### src/rtl/lw_hmac_key_loader.sv
// lw_hmac_key_loader
//   Host-facing HMAC key staging buffer feeding the HMAC core key port.
//   The host writes 1..KEY_WORDS words and commits. The block zero-pads the
//   rest of the block, raises new_key_o, and then streams KEY_WORDS words over a
//   key_valid_o/key_ready_i handshake. Words go out in write order, word 0 first.
//   Optional build macro: KEY_ZEROIZE_EN. When it is defined, the buffer is wiped
//   on abort_i. It is also wiped during one extra cycle after the last beat, and
//   fill_ready_o stays low for that cycle.
module lw_hmac_key_loader #(
  parameter int WORD_W    = 64,
  parameter int KEY_WORDS = 16
) (
  input  logic              clk_i,
  input  logic              aresetn_i,
  input  logic              key_wr_i,
  input  logic [WORD_W-1:0] key_data_i,
  input  logic              key_commit_i,
  input  logic              abort_i,
  input  logic              key_ready_i,
  output logic [WORD_W-1:0] key_o,
  output logic              key_valid_o,
  output logic              new_key_o,
  output logic              fill_ready_o,
  output logic              key_done_o,
  output logic              err_o
);

  localparam int PTR_W = $clog2(KEY_WORDS);
  localparam int CNT_W = PTR_W + 1;

  typedef enum logic [2:0] {
    S_IDLE,
    S_FILL,
    S_ARMED,
    S_STREAM,
    S_WIPE
  } state_t;

  state_t            state_reg;
  logic [CNT_W-1:0]  wr_ptr_reg;
  logic [PTR_W-1:0]  rd_ptr_reg;
  logic [WORD_W-1:0] key_buf [KEY_WORDS];

  logic              fill_phase;
  logic              wr_full;
  logic              wr_take;
  logic              commit_take;
  logic              err_set;
  logic              wipe;
  logic [CNT_W-1:0]  pad_base;
  logic [PTR_W-1:0]  rd_ptr_next;

  // The host may only write or commit while the buffer is not owned by the core.
  assign fill_phase  = (state_reg == S_IDLE) || (state_reg == S_FILL);
  assign wr_full     = (wr_ptr_reg == CNT_W'(KEY_WORDS));
  assign wr_take     = key_wr_i && fill_phase && !wr_full && !abort_i;
  assign commit_take = key_commit_i && fill_phase && !abort_i;
  // A write in the commit cycle lands first, so padding starts one slot later.
  assign pad_base    = wr_ptr_reg + CNT_W'(wr_take);
  assign rd_ptr_next = rd_ptr_reg + PTR_W'(1);
  // Overflowing write, or any host access while the core owns the buffer.
  assign err_set     = ((key_wr_i || key_commit_i) && !fill_phase) ||
                       (key_wr_i && fill_phase && wr_full);

`ifdef KEY_ZEROIZE_EN
  assign wipe = abort_i || (state_reg == S_WIPE);
`else
  assign wipe = 1'b0;
`endif

  generate
    for (genvar gi = 0; gi < KEY_WORDS; gi++) begin : g_buf
      // One key word: takes a host write at its slot, or zero padding at commit.
      always_ff @(posedge clk_i or negedge aresetn_i) begin
        if (!aresetn_i) begin
          key_buf[gi] <= '0;
        end else if (wipe) begin
          key_buf[gi] <= '0;
        end else if (wr_take && (wr_ptr_reg == CNT_W'(gi))) begin
          key_buf[gi] <= key_data_i;
        end else if (commit_take && (pad_base <= CNT_W'(gi))) begin
          key_buf[gi] <= '0;
        end
      end
    end
  endgenerate

  // Control FSM. All outputs are registered. key_o is preloaded one word ahead
  // so that accepted beats follow each other with no bubbles.
  always_ff @(posedge clk_i or negedge aresetn_i) begin
    if (!aresetn_i) begin
      state_reg    <= S_IDLE;
      wr_ptr_reg   <= '0;
      rd_ptr_reg   <= '0;
      key_o        <= '0;
      key_valid_o  <= 1'b0;
      new_key_o    <= 1'b0;
      fill_ready_o <= 1'b1;
      key_done_o   <= 1'b0;
      err_o        <= 1'b0;
    end else if (abort_i) begin
      state_reg    <= S_IDLE;
      wr_ptr_reg   <= '0;
      rd_ptr_reg   <= '0;
      key_o        <= '0;
      key_valid_o  <= 1'b0;
      new_key_o    <= 1'b0;
      fill_ready_o <= 1'b1;
      key_done_o   <= 1'b0;
      err_o        <= 1'b0;
    end else begin
      key_done_o <= 1'b0;
      if (err_set) begin
        err_o <= 1'b1;
      end
      if (wr_take) begin
        wr_ptr_reg <= wr_ptr_reg + CNT_W'(1);
      end
      case (state_reg)
        S_IDLE, S_FILL: begin
          if (commit_take) begin
            state_reg    <= S_ARMED;
            new_key_o    <= 1'b1;
            fill_ready_o <= 1'b0;
          end else if (wr_take) begin
            state_reg <= S_FILL;
          end
        end
        S_ARMED: begin
          if (key_ready_i) begin
            state_reg   <= S_STREAM;
            key_valid_o <= 1'b1;
            key_o       <= key_buf[0];
          end
        end
        S_STREAM: begin
          if (key_ready_i) begin
            if (rd_ptr_reg == PTR_W'(KEY_WORDS - 1)) begin
              key_valid_o <= 1'b0;
              key_o       <= '0;
              new_key_o   <= 1'b0;
              key_done_o  <= 1'b1;
              rd_ptr_reg  <= '0;
              wr_ptr_reg  <= '0;
`ifdef KEY_ZEROIZE_EN
              state_reg   <= S_WIPE;
`else
              state_reg    <= S_IDLE;
              fill_ready_o <= 1'b1;
`endif
            end else begin
              rd_ptr_reg <= rd_ptr_next;
              key_o      <= key_buf[rd_ptr_next];
            end
          end
        end
        S_WIPE: begin
          state_reg    <= S_IDLE;
          fill_ready_o <= 1'b1;
        end
        default: begin
          state_reg <= S_IDLE;
        end
      endcase
    end
  end

endmodule
### config.mk
export PLATFORM = sky130hd
export DESIGN_NAME = lw_hmac_key_loader
export DESIGN_NICKNAME = d
export VERILOG_FILES = /design/src/rtl/lw_hmac_key_loader.sv
export SDC_FILE = /design/constraint.sdc
export NUM_CORES = 2
export LEC_CHECK = 0
export ABC_CLOCK_PERIOD_IN_PS = 9820
export BUFFER_PORTS_ARGS = -buffer_cell sky130_fd_sc_hd__buf_4
export CAP_MARGIN = 20
export CORE_MARGIN = 1
export CORE_UTILIZATION = 48
export CTS_BUF_LIST = sky130_fd_sc_hd__clkbuf_4 sky130_fd_sc_hd__clkbuf_8
export CTS_CLUSTER_SIZE = 24
export DETAILED_ROUTE_END_ITERATION = 7
export PLACE_DENSITY = 0.72
export SLEW_MARGIN = 40
export SYNTH_ARGS = -nofsm -noshare
export SYNTH_HDL_FRONTEND = slang
export SYNTH_SLANG_ARGS = --single-unit
export TNS_END_PERCENT = 10
### constraint.sdc
create_clock -name clk_i -period 9.82 [get_ports clk_i]
set_input_delay 1.964 -clock clk_i [delete_from_list [all_inputs] [get_ports clk_i]]
set_output_delay 1.964 -clock clk_i [all_outputs]
set_load 0.02 [all_outputs]
==> results.tsv <==
metric	value	unit
Synth area leader	dfrtp_1	
largest net degree at the start of global routing	152	
final hold vios	0	
wire per inst	28.76	µm
Lkg Pwr	24.19	nW
Fmax achieved	189.4	MHz
fin crit period	5279	ps
Root Driver	clkbuf_8	
Overflow after GRT	0	
Sink Count	1104	
cell area power density	175.3	nW/µm²
synthesized instance count	4257	
most instantiated library cell after synthesis	dfrtp_1	
DP HPWL	82300	µm
TritonCTS buffer count	173	
Sw Pwr	0.002503	W
synthesized net count	4335	
drt initial violations	4691	
Sw Ratio	25.60	%
Clock power frac	44.6	%
Setup Slack @ Placement	3830	ps
drt via density	6.637	
clk buf depth	3	
DR DRC count	0	
Bufs and invs on worst path	2	
worst r2r src	wr_ptr_reg[1]	
outcome	finished, final reports clean	
Reg2Reg Setup Slack	4890	ps
total power	0.009777	W
FFs w/ async S/R, synth	100.0	%
Layout area overhead	12.34	%
vias in the first global route	38400	
gr usage total	31.56	%
sequential share of power	48.6	%
Worst VDD drop	0.09468	mV
Worst Reg-to-Reg Cells	11	
WHS Path Cells	2	
Worst Setup Path Type	in -> reg	
layout cell share with drive strength beyond 1	19.90	%
max capacitance violation total	0	
Resize count post-CTS	0	
Fin Clk Skew	42.97	ps
initial antenna violation count	10	
CP max stage delay	860	ps
hold crit path type	reg -> reg	
Distinct cells, synth	53	
Post-synth EDFFs	0	
RSZ-0062 raised after global routing	no	
Die X	323.6	µm
crit start category	input port	
post-synthesis sequential area ratio	55.64	%
Die Height	323.6	µm
Vias	37680	
share of the synthesized area in the top cell type	55.59	%
WP data required	10500	ps
Arrival @ worst endpoint	5960	ps
GPL Wtd Cong	0.8151	
Setup-failing EPs final	0	
# fillers	8426	
Post-DRT Antenna Nets	0	
die area	104700	µm²
first-pass GRT wire length	246400	µm
Slew Limit Headroom	34.91	%
area of the core	102200	µm²
kind of end point of the critical path	flop	
Synth Register Bits	1104	
initial core utilization	48.59	%
Top delay family on crit path	simple AND/OR/NAND/NOR gates	
CTS H-Tree Depth	4	
Comb power frac	6.8	%
Slew Limit Fails	0	
Worst-Margin Slew	976.3	ps
worst skew pair latency	880	ps
CP Cell Sequence	buf_4 > and2b_1 > nor3b_2 > ha_1 > ha_1 > nand4_1 > a211o_1 > nor4_4 > buf_4 > o21ai_0	
post-CTS setup buffers	0	
Crit-path slowest cell	buf_4	
Synth Cell Area	49650	µm²
io pins	139	
final net count	4240	
Commonest cells post-synth	dfrtp_1 (1103), nand2_1 (787), a22o_1 (641), o21ai_0 (424), clkbuf_1 (299)	
max reg flops	1024	
hold-fix buffers at CTS	0	
drt pass-1 iters	6	
Setup WS post-layout	4541	ps
synthesized area per cell	11.66	µm²
PortBufs	138	
synth top area cells	dfrtp_1 (56%), mux4_2 (12%), a22o_1 (11%)	
hold_sp	fill_ready_o	
setup tns final	0	ps
worst reg2reg endpoint	key_buf[991]	
CTS tree	yes	
clock-pin transition on the worst setup and hold timing paths	70	ps
synthesis warning total	0	
crit share post-route	53.76	%
Internal	0.007274	W
Total Wirelength	163300	µm
Worst Hold End	fill_ready_o	
most common flop cell mapped by yosys	dfrtp_1	
CP max FO	54	
# rows	117	
layout by cell type (no fill, tap or decap), drive strengths merged, types with 3 or more instances in the layout:
| cell | instances |
|---|---|
| and2 | 3 |
| and3 | 4 |
| nor3 | 5 |
| a211oi | 38 |
| inv | 87 |
| nor2 | 33 |
| or2 | 6 |
| nand2 | 787 |
| a22oi | 64 |
| clkinv | 19 |
| nor2b | 59 |
| buf | 224 |
| o22ai | 35 |
| diode | 8 |
| ha | 8 |
| a21boi | 94 |
| bufinv | 4 |
| nor4 | 31 |
| dfrtp | 1103 |
| o21ai | 454 |
| xnor2 | 4 |
| nand3b | 3 |
| mux4 | 256 |
| clkbuf | 282 |
| a22o | 641 |
| nand3 | 11 |
| a21oi | 18 |
| nand2b | 4 |
worst reg2reg max path: cells and delay by family (launching register included):
kind            cells  cell delay [ps]
buf+inv             2              970
simple gates        4             1600
flops               1              480
fa+ha+maj           3              860
compound gates      2              850
cell families after synthesis:
group	after synthesis	share of synthesized area, %
AO/OA/AOI/OAI	1356	19.78
adder cells (fa/ha/maj)	8	0.2016
flip-flops	1104	55.64
AND/OR/NAND/NOR	953	7.966
XOR/XNOR	6	0.1210
multiplexers	256	11.61
buffers and inverters	574	4.672
area by class of cell:
class | count | area [µm²] | area share [%]
tap | 1368 | 1712 | 3.069
clock buffer | 281 | 3580 | 6.418
clock inverter | 33 | 355.3 | 0.6371
inverter | 79 | 296.5 | 0.5317
antenna | 8 | 20.02 | 0.03589
timing repair buffer | 225 | 2146 | 3.847
sequential | 1104 | 27630 | 49.54
multi-input combinational | 2579 | 20030 | 35.92
power by group through the flow:
stage               Sequential, W  Combinational (W)  Clock [W]
finish                    0.00475           0.000669    0.00436
global route              0.00476           0.000717    0.00458
CTS                       0.00475           0.000655    0.00437
detailed placement        0.00483           0.000654          0
global placement          0.00483           0.000634          0
floorplan                 0.00481           0.000340          0
layer usage:
metal | global-route usage [%] | routed length, µm | up-vias | part of all wire [%]
met5 | 0 | 24 | - | 0.015
met4 | 15.77 | 7968 | 4 | 4.9
met3 | 8.560 | 18700 | 598 | 11
met2 | 49.44 | 76750 | 2581 | 47
met1 | 40.61 | 59830 | 19180 | 37
li1 | - | - | 15320 | -
worst max-delay path by stage:
stage	startpoint	end	slack, ps	cells after the start
6_report	key_wr_i	key_buf[991]	4540	10
5_1_grt	key_wr_i	key_buf[990]	4460	10
4_1_cts	key_wr_i	key_buf[988]	4740	10
3_5_place_dp	key_wr_i	key_buf[1005]	3830	10
3_3_place_gp	key_wr_i	key_buf[727]	3940	11
2_1_floorplan	key_wr_i	key_buf[976]	5390	11
metrics by stage:
step                util [%]  instances  hold slack [ps]  instance area, µm²
floorplan                  -       4257            460.6               49650
global placement       50.23       5338            450.5               51330
detailed placement     50.55       5349            462.5               51660
CTS                    54.41       5663            471.8               55590
global route           54.58       5677            499.4               55770
finish                 54.58       5677            472.2               55770
Note: power is estimated with default switching activity, not from simulation.
